## src/rtl/controle_multiplicador_seq_if.sv

```systemverilog
// Control bundle between the multiplier sequencer and its requester / shift-add datapath.
interface controle_multiplicador_seq_if #(
    parameter int CONT_W = 3
);
    logic              start;
    logic              cancelar;
    logic              bit_lsb;
    logic              ovf_parcial;
    logic              mult_restante_zero;
    logic              carregar_operandos;
    logic              limpar_acc;
    logic              somar;
    logic              deslocar;
    logic [CONT_W-1:0] iteracao;
    logic              busy;
    logic              done;
    logic              overflow;

    modport master (
        output start, cancelar, bit_lsb, ovf_parcial, mult_restante_zero,
        input  carregar_operandos, limpar_acc, somar, deslocar,
               iteracao, busy, done, overflow
    );

    modport slave (
        input  start, cancelar, bit_lsb, ovf_parcial, mult_restante_zero,
        output carregar_operandos, limpar_acc, somar, deslocar,
               iteracao, busy, done, overflow
    );
endinterface

```

## src/rtl/controle_multiplicador_seq.sv

```systemverilog
// Sequencer for the shift-add multiplier: start pulse -> LARGURA add/shift iterations -> done + sticky overflow.
// Optional MULT_EARLY_EXIT_EN: leave ITERA as soon as the remaining multiplier bits are all zero.
module controle_multiplicador_seq #(
    parameter int LARGURA = 8,
    parameter int CONT_W  = 3
) (
    input logic                         clk,
    input logic                         rst,
    controle_multiplicador_seq_if.slave bus
);

    typedef enum logic [1:0] {
        OCIOSO = 2'd0,
        CARGA  = 2'd1,
        ITERA  = 2'd2,
        FIM    = 2'd3
    } estado_t;

    localparam logic [CONT_W-1:0] ULTIMA = CONT_W'(LARGURA - 1);

    estado_t           estado, estado_nxt;
    logic [CONT_W-1:0] iter_q, iter_nxt;
    logic              ovf_q, ovf_nxt;
    logic              saida_antecipada;

`ifdef MULT_EARLY_EXIT_EN
    assign saida_antecipada = bus.mult_restante_zero;
`else
    assign saida_antecipada = 1'b0;
`endif

    always_ff @(posedge clk or negedge rst) begin
        if (!rst) begin
            estado <= OCIOSO;
            iter_q <= '0;
            ovf_q  <= 1'b0;
        end else begin
            estado <= estado_nxt;
            iter_q <= iter_nxt;
            ovf_q  <= ovf_nxt;
        end
    end

    always_comb begin
        estado_nxt             = estado;
        iter_nxt               = iter_q;
        ovf_nxt                = ovf_q;
        bus.carregar_operandos = 1'b0;
        bus.limpar_acc         = 1'b0;
        bus.somar              = 1'b0;
        bus.deslocar           = 1'b0;
        bus.busy               = 1'b0;
        bus.done               = 1'b0;

        case (estado)
            OCIOSO: begin
                if (bus.start && !bus.cancelar) estado_nxt = CARGA;
            end
            CARGA: begin
                bus.carregar_operandos = 1'b1;
                bus.limpar_acc         = 1'b1;
                bus.busy               = 1'b1;
                iter_nxt               = '0;
                ovf_nxt                = 1'b0;
                estado_nxt             = bus.cancelar ? OCIOSO : ITERA;
            end
            ITERA: begin
                bus.busy = 1'b1;
                if (bus.cancelar) begin
                    bus.deslocar = 1'b1;
                    bus.somar    = bus.bit_lsb;
                    iter_nxt     = '0;
                    ovf_nxt      = 1'b0;
                    estado_nxt   = OCIOSO;
                end else if (saida_antecipada) begin
                    // Nothing left to add: skip straight to FIM without touching the datapath.
                    ovf_nxt    = ovf_q | bus.ovf_parcial;
                    estado_nxt = FIM;
                end else begin
                    bus.deslocar = 1'b1;
                    bus.somar    = bus.bit_lsb;
                    ovf_nxt      = ovf_q | bus.ovf_parcial;
                    if (iter_q == ULTIMA) estado_nxt = FIM;
                    else                  iter_nxt   = iter_q + 1'b1;
                end
            end
            FIM: begin
                bus.done   = 1'b1;
                estado_nxt = OCIOSO;
            end
            default: estado_nxt = OCIOSO;
        endcase
    end

    assign bus.iteracao = iter_q;
    assign bus.overflow = ovf_q;

endmodule

```

## src/flat_wrapper.sv

```systemverilog
// flat-port wrapper written by rule: the top's interface ports become plain ports
module controle_multiplicador_seq_flat 
#(
    parameter int LARGURA = 8,
    parameter int CONT_W  = 3
)
  (clk, rst, bus_start, bus_cancelar, bus_bit_lsb, bus_ovf_parcial, bus_mult_restante_zero, bus_carregar_operandos, bus_limpar_acc, bus_somar, bus_deslocar, bus_iteracao, bus_busy, bus_done, bus_overflow);
  controle_multiplicador_seq_if #(.CONT_W(CONT_W)) bus_i ();
  input logic clk;
  input logic rst;
  input wire logic [$bits(bus_i.start)-1:0] bus_start;
  input wire logic [$bits(bus_i.cancelar)-1:0] bus_cancelar;
  input wire logic [$bits(bus_i.bit_lsb)-1:0] bus_bit_lsb;
  input wire logic [$bits(bus_i.ovf_parcial)-1:0] bus_ovf_parcial;
  input wire logic [$bits(bus_i.mult_restante_zero)-1:0] bus_mult_restante_zero;
  output wire logic [$bits(bus_i.carregar_operandos)-1:0] bus_carregar_operandos;
  output wire logic [$bits(bus_i.limpar_acc)-1:0] bus_limpar_acc;
  output wire logic [$bits(bus_i.somar)-1:0] bus_somar;
  output wire logic [$bits(bus_i.deslocar)-1:0] bus_deslocar;
  output wire logic [$bits(bus_i.iteracao)-1:0] bus_iteracao;
  output wire logic [$bits(bus_i.busy)-1:0] bus_busy;
  output wire logic [$bits(bus_i.done)-1:0] bus_done;
  output wire logic [$bits(bus_i.overflow)-1:0] bus_overflow;
  assign bus_i.start = bus_start;
  assign bus_i.cancelar = bus_cancelar;
  assign bus_i.bit_lsb = bus_bit_lsb;
  assign bus_i.ovf_parcial = bus_ovf_parcial;
  assign bus_i.mult_restante_zero = bus_mult_restante_zero;
  assign bus_carregar_operandos = bus_i.carregar_operandos;
  assign bus_limpar_acc = bus_i.limpar_acc;
  assign bus_somar = bus_i.somar;
  assign bus_deslocar = bus_i.deslocar;
  assign bus_iteracao = bus_i.iteracao;
  assign bus_busy = bus_i.busy;
  assign bus_done = bus_i.done;
  assign bus_overflow = bus_i.overflow;
  controle_multiplicador_seq #(.LARGURA(LARGURA), .CONT_W(CONT_W)) u_core (.clk(clk), .rst(rst), .bus(bus_i));
endmodule
```

## config.mk

```make
export PLATFORM = sky130hd
export DESIGN_NAME = controle_multiplicador_seq_flat
export DESIGN_NICKNAME = d
export VERILOG_FILES = /design/src/rtl/controle_multiplicador_seq_if.sv /design/src/rtl/controle_multiplicador_seq.sv /design/src/flat_wrapper.sv
export SDC_FILE = /design/constraint.sdc
export NUM_CORES = 1
export LEC_CHECK = 0
export ABC_AREA = 1
export BUFFER_PORTS_ARGS = -buffer_cell sky130_fd_sc_hd__buf_2
export CAP_MARGIN = 20
export CORE_AREA = 2 2 39 41
export DETAILED_ROUTE_END_ITERATION = 10
export DIE_AREA = 0 0 41 43
export SKIP_CTS_REPAIR_TIMING = 1
export SLEW_MARGIN = 25
export SYNTH_ARGS = -nofsm -noshare
export SYNTH_HDL_FRONTEND = slang
export SYNTH_SLANG_ARGS = --single-unit
export TNS_END_PERCENT = 30
```

## constraint.sdc

```tcl
create_clock -name clk -period 1.8 [get_ports clk]
set_input_delay 0.09 -clock clk [delete_from_list [all_inputs] [get_ports clk]]
set_output_delay 0.09 -clock clk [all_outputs]
set_load 0.01 [all_outputs]
```

==> run summary, run 1 <==
CTS Buf Count - 3
DP Worst Slack - 0.5058 ns
gr ovfl total - 0
min cycle time layout - 1.395 ns
Tot GR Track Use - 0.1116
Buffers on Ports - 15
CTS tree - yes
Via density - 4.143
io pins - 17
skew final - 0.001174 ns
clk slew on worst S/H paths - 0.04 ns
multi-input combinational cell area - 237.7 µm²
global-route wire length before repair - 1283 µm
via count - 377
die height - 43 µm
critical path capture point type - output port
final setup vio count - 0
synth unique cells - 11
DRT Pass-1 Iters - 4
Area growth syn-to-layout - 27.99%
VDD IR-drop max - 0.4409 mV
std cell rows - 14
Worst Hold Depth - 5
critical path launch point type - flip-flop
Clock Latency Late Sink - 0.23 ns
HP Start - bus_ovf_parcial
Hold Vio Cnt, Final - 0
Starting Density - 0.3101
Max stage delay cell, worst path - ha_1
WP data arrival - 1.31 ns
Seq/Total Area, Yosys - 0.3499
# DRC - 0
peak fanout along the critical path - 7
Max clock buf depth - 2
part of the cycle the worst path needs - 0.7752
Slew Limit Headroom - 0.8450
LEAKAGE - 0.3555 nW
hold_ws - 0.1433 ns
synthesis warning total - 0
#FFs+latches synth - 6
Synth top area share - 0.3499
PnR worst setup slack - 0.4046 ns
Mean Syn Cell Area - 7.529 µm²
Mapped Cells - 57
WL/cell - 8.220 µm
slowest stage delay, CP - 0.41 ns
Endpoint, Worst Hold - u_core.bus.overflow
hpwl dp - 662.2 µm
clock sinks - 6
status - finished clean
reg2reg end - u_core.bus.overflow
Max-cap violations - 0
RSZ-0062 raised after global routing - no
vias in the first global route - 326
ANT cells - 0
largest cells by area after synthesis - dfrtp_1, ha_1, nand2_1, inv_1, nand3_1
Max Slew Vio Count - 0
Final nets - 91
critical-path cell list - inv_1 -> ha_1 -> buf_2
Core Box Area - 1384 µm²
CTS Root Cell - clkbuf_4
class of the most critical setup path - flip-flop to output port
post-route ant nets - 0
Hold WC Path Type - input port to flip-flop
Crit Reg-Reg Startpoint - u_core.estado[0]
die area - 1763 µm²
Post-Route Setup TNS - 0 ns
worst slew pin tran - 0.2325 ns
path depth of the worst reg2reg path - 6
Power Dens Cells - 1148 nW/µm²
Syn Nets - 71
largest net degree at the start of global routing - 8
layout cells sized above 1 - 0.2933
required time of the critical path - 1.71 ns
WL final - 748 µm
antenna violations before repair - 0
Die W - 41 µm
flop-to-flop setup slack - 0.52 ns
Initial DRC Count - 4
CTS H-tree lvls - 1
Syn Std Cell Area - 429.2 µm²
area leader, netlist - dfrtp_1
Fmax - 716.6 MHz
Reg area - 150.1 µm²
GPL Wtd Cong - 0.7466
# fillers - 147
[worst max path at each step]
stage                           startpoint                  end  slack [ns]  cells after the start
final                     u_core.estado[1]             bus_busy        0.40                      3
after global routing      u_core.estado[1]             bus_busy        0.29                      3
after CTS                 u_core.estado[1]             bus_busy        0.38                      3
after detailed placement  u_core.estado[0]  u_core.bus.overflow        0.51                      6
after global placement    u_core.estado[0]  u_core.bus.overflow        0.52                      6
after floorplan           u_core.estado[0]  u_core.bus.overflow        0.55                      6
[kinds of logic (layout without fill, tap and decap cells)]
kind of cell             after synthesis  in the layout  synth area share
AO/OA/AOI/OAI                          1              1           0.01165
adder cells (fa/ha/maj)                7              7            0.2041
buffers and inverters                 10             28           0.09621
flip-flops                             6              6            0.3498
AND/OR/NAND/NOR                       33             33            0.3382
[report_power, final]
group / internal [mW] / switching, mW / leakage (nW)
combinational: 0.126 / 0.195 / 0.261
sequential: 0.167 / 0.0273 / 0.0804
clock: 0.0749 / 0.0403 / 0.0138
[metrics by stage]
stage	util	area, µm²	instances	power [mW]
detailed placement	0.3734	516.7	87	0.5216
floorplan	-	429.2	57	0.4360
finish	0.3969	549.3	91	0.6306
global route	0.3969	549.3	91	0.7030
CTS	0.3897	539.3	90	0.6439
global placement	0.3734	516.7	87	0.5171
[registers in the layout, summed over array words and instances, names as in the netlist]
name / flops
u_core.estado: 2
u_core.bus.iteracao: 3
u_core.bus.overflow: 1
[routing by layer]
layer,share of wire,global-route usage,vias to the layer above
met5,0,0,-
met1,0.46,0.1429,158
li1,-,-,209
met2,0.48,0.1531,10
met4,0,0.08000,0
met3,0.064,0.03141,0
[critical path, delay by kind of cell (launching register included)]
family | cells | cell delay [ns]
adder cells (fa/ha/maj) | 1 | 0.41
buffers and inverters | 2 | 0.26
flip-flops | 1 | 0.40
[Yosys cell counts, drive strengths merged]
| master | count |
|---|---|
| buf | 1 |
| dfrtp | 6 |
| o21ai | 1 |
| inv | 9 |
| ha | 7 |
| nand2 | 21 |
| nand3 | 7 |
| nor2 | 5 |
[placed cells by master (no fill, tap or decap), drive strengths merged]
cell         synthesis  layout
nand3                7       7
o21ai                1       1
clkbuf               0       3
dlygate4sd3          0       1
inv                  9       9
buf                  1      15
nor2                 5       5
nand2               21      21
ha                   7       7
dfrtp                6       6
[layout make-up]
cell class	instances	area share
tap	16	0.03645
timing repair buffer	16	0.1549
clock buffer	3	0.04100
sequential	6	0.2733
inverter	9	0.06150
multi-input combinational	41	0.4328
Power figures use the tool's default switching activity.
==> run 2, diff against run 1 <==
clock period = 1.35 ns   (was 1.8 ns; I/O delays follow)
==> run 2 against run 1 <==
- global-route usage rose by 0.29 points
- non-clock buffer count rose by 3
- via count rose by 4.8%
- power rose by 43%
- die area did not move
- largest cell class unchanged
- flip-flop and latch count did not move
- first-iteration DRC count did not move
==> run summary, run 2 (synthesized netlist as in run 1, its figures left out) <==
critical path capture point type - output port
Core Box Area - 1384 µm²
CTS Root Cell - clkbuf_4
Via density - 4.202
Slew Limit Headroom - 0.8894
CTS Buf Count - 3
path depth of the worst reg2reg path - 7
Power Dens Cells - 1556 nW/µm²
Die W - 41 µm
min cycle time layout - 1.270 ns
CTS H-tree lvls - 1
Area growth syn-to-layout - 34.99%
commonest non-fill, non-tap cells in the layout - nand2_1, buf_2, inv_1
DRT Pass-1 Iters - 2
post-route ant nets - 0
peak fanout along the critical path - 7
flop-to-flop setup slack - 0.11 ns
Crit Reg-Reg Startpoint - u_core.bus.iteracao[0]
ANT cells - 0
P_int - 532.6 µW
Starting Density - 0.3101
WP data arrival - 1.20 ns
hpwl dp - 665 µm
Initial DRC Count - 4
status - finished clean
worst slew pin tran - 0.1641 ns
via count - 395
slowest stage delay, CP - 0.39 ns
largest net degree at the start of global routing - 8
Tot GR Track Use - 0.1145
LEAKAGE - 0.3649 nW
Final nets - 94
gr ovfl total - 0
skew final - 0.006214 ns
io pins - 17
Max Slew Vio Count - 0
std cell rows - 14
Post-DP Area - 531.8 µm²
met3 routed wirelength - 54 µm
clock share of power - 0.175
critical path launch point type - flip-flop
part of the cycle the worst path needs - 0.9406
Max-cap violations - 0
WL final - 810 µm
DP Worst Slack - 0.07437 ns
Max stage delay cell, worst path - ha_2
Hold Vio Cnt, Final - 0
Flop pwr share - 0.274
Endpoint, Worst Hold - u_core.bus.overflow
# DRC - 0
max FFs per register - 3
critical-path cell list - inv_1 -> ha_2 -> buf_2
HP Start - bus_ovf_parcial
global-route wire length before repair - 1311 µm
Fmax - 787.5 MHz
Clock Latency Late Sink - 0.24 ns
met2 routed WL - 373 µm
Max clock buf depth - 2
clock sinks - 6
layout cells sized above 1 - 0.3590
class of the most critical setup path - flip-flop to output port
final setup vio count - 0
Crit. Startpoint - u_core.estado[0]
GPL Wtd Cong - 0.7607
met1 WL - 372 µm
CTS tree - yes
required time of the critical path - 1.28 ns
PnR worst setup slack - 0.08015 ns
antenna violations before repair - 0
Hold WC Path Type - input port to flip-flop
Final Instance Area - 579.3 µm²
top layer reached by signal wires - met4
vias in the first global route - 328
Buffers on Ports - 15
most common cell after layout, fill and taps aside - nand2_1
WL/cell - 8.617 µm
sw power - 368.5 µW
die area - 1763 µm²
combinational share of power - 0.551
clk slew on worst S/H paths - 0.04 ns
reg2reg end - u_core.estado[1]
VDD IR-drop max - 0.7156 mV
Worst Hold Depth - 5
Net Sw Frac - 0.4089
RSZ-0062 raised after global routing - yes
die height - 43 µm
==> run 2: cell count changes in the layout (fill, tap and decap cells not counted) <==
cell / delta
buf_4: +3
ha_1: -3
ha_2: +3
==> run 2: final cells by class <==
| cell class | count | area (µm²) |
|---|---|---|
| inverter | 9 | 33.78 |
| clock buffer | 3 | 22.52 |
| timing repair buffer | 19 | 107.6 |
| fill | 160 | 804.5 |
| sequential | 6 | 150.1 |
| tap | 16 | 20.02 |
| multi-input combinational | 41 | 245.2 |
==> run 2: metal layers <==
metal	up-vias	GRT usage
met1	166	0.1291
met5	-	0
met2	12	0.1656
met3	2	0.03141
li1	215	-
met4	0	0.1000
==> run 2: stage by stage <==
step | hold WS [ns] | TNS [ns] | cells | power (mW) | utilization
floorplan | -0.2281 | 0 | 57 | 0.5813 | -
global placement | -0.1031 | 0 | 89 | 0.7202 | 0.3843
detailed placement | -0.1075 | 0 | 89 | 0.7260 | 0.3843
CTS | -0.3665 | 0 | 92 | 0.8927 | 0.4005
global route | 0.1692 | -0.004699 | 94 | 1.001 | 0.4186
finish | 0.1440 | 0 | 94 | 0.9011 | 0.4186
==> run 2: worst max-delay path: cells and delay by family, from the launching register on <==
family | cells | cell delay (ns)
flip-flops | 1 | 0.34
adder cells (fa/ha/maj) | 1 | 0.39
buffers and inverters | 2 | 0.24
==> run 2: power groups by stage <==
stage          logic (mW)  registers (mW)  clock network, mW
2_1_floorplan       0.315           0.266                  0
3_3_place_gp        0.473           0.247                  0
3_5_place_dp        0.475           0.251                  0
4_1_cts             0.478           0.249              0.166
5_1_grt             0.568           0.251              0.182
6_report            0.496           0.247              0.158
==> run 2: how the worst max path moves through the flow <==
| stage | cells after the start | endpoint | slack [ns] |
|---|---|---|---|
| 3_5_place_dp | 6 | u_core.estado[0] | 0.07 |
| 6_report | 3 | bus_busy | 0.08 |
| 3_3_place_gp | 7 | u_core.estado[1] | 0.10 |
| 2_1_floorplan | 6 | u_core.bus.overflow | 0.10 |
| 5_1_grt | 5 | bus_somar | -0.005 |
| 4_1_cts | 3 | bus_busy | 0.03 |
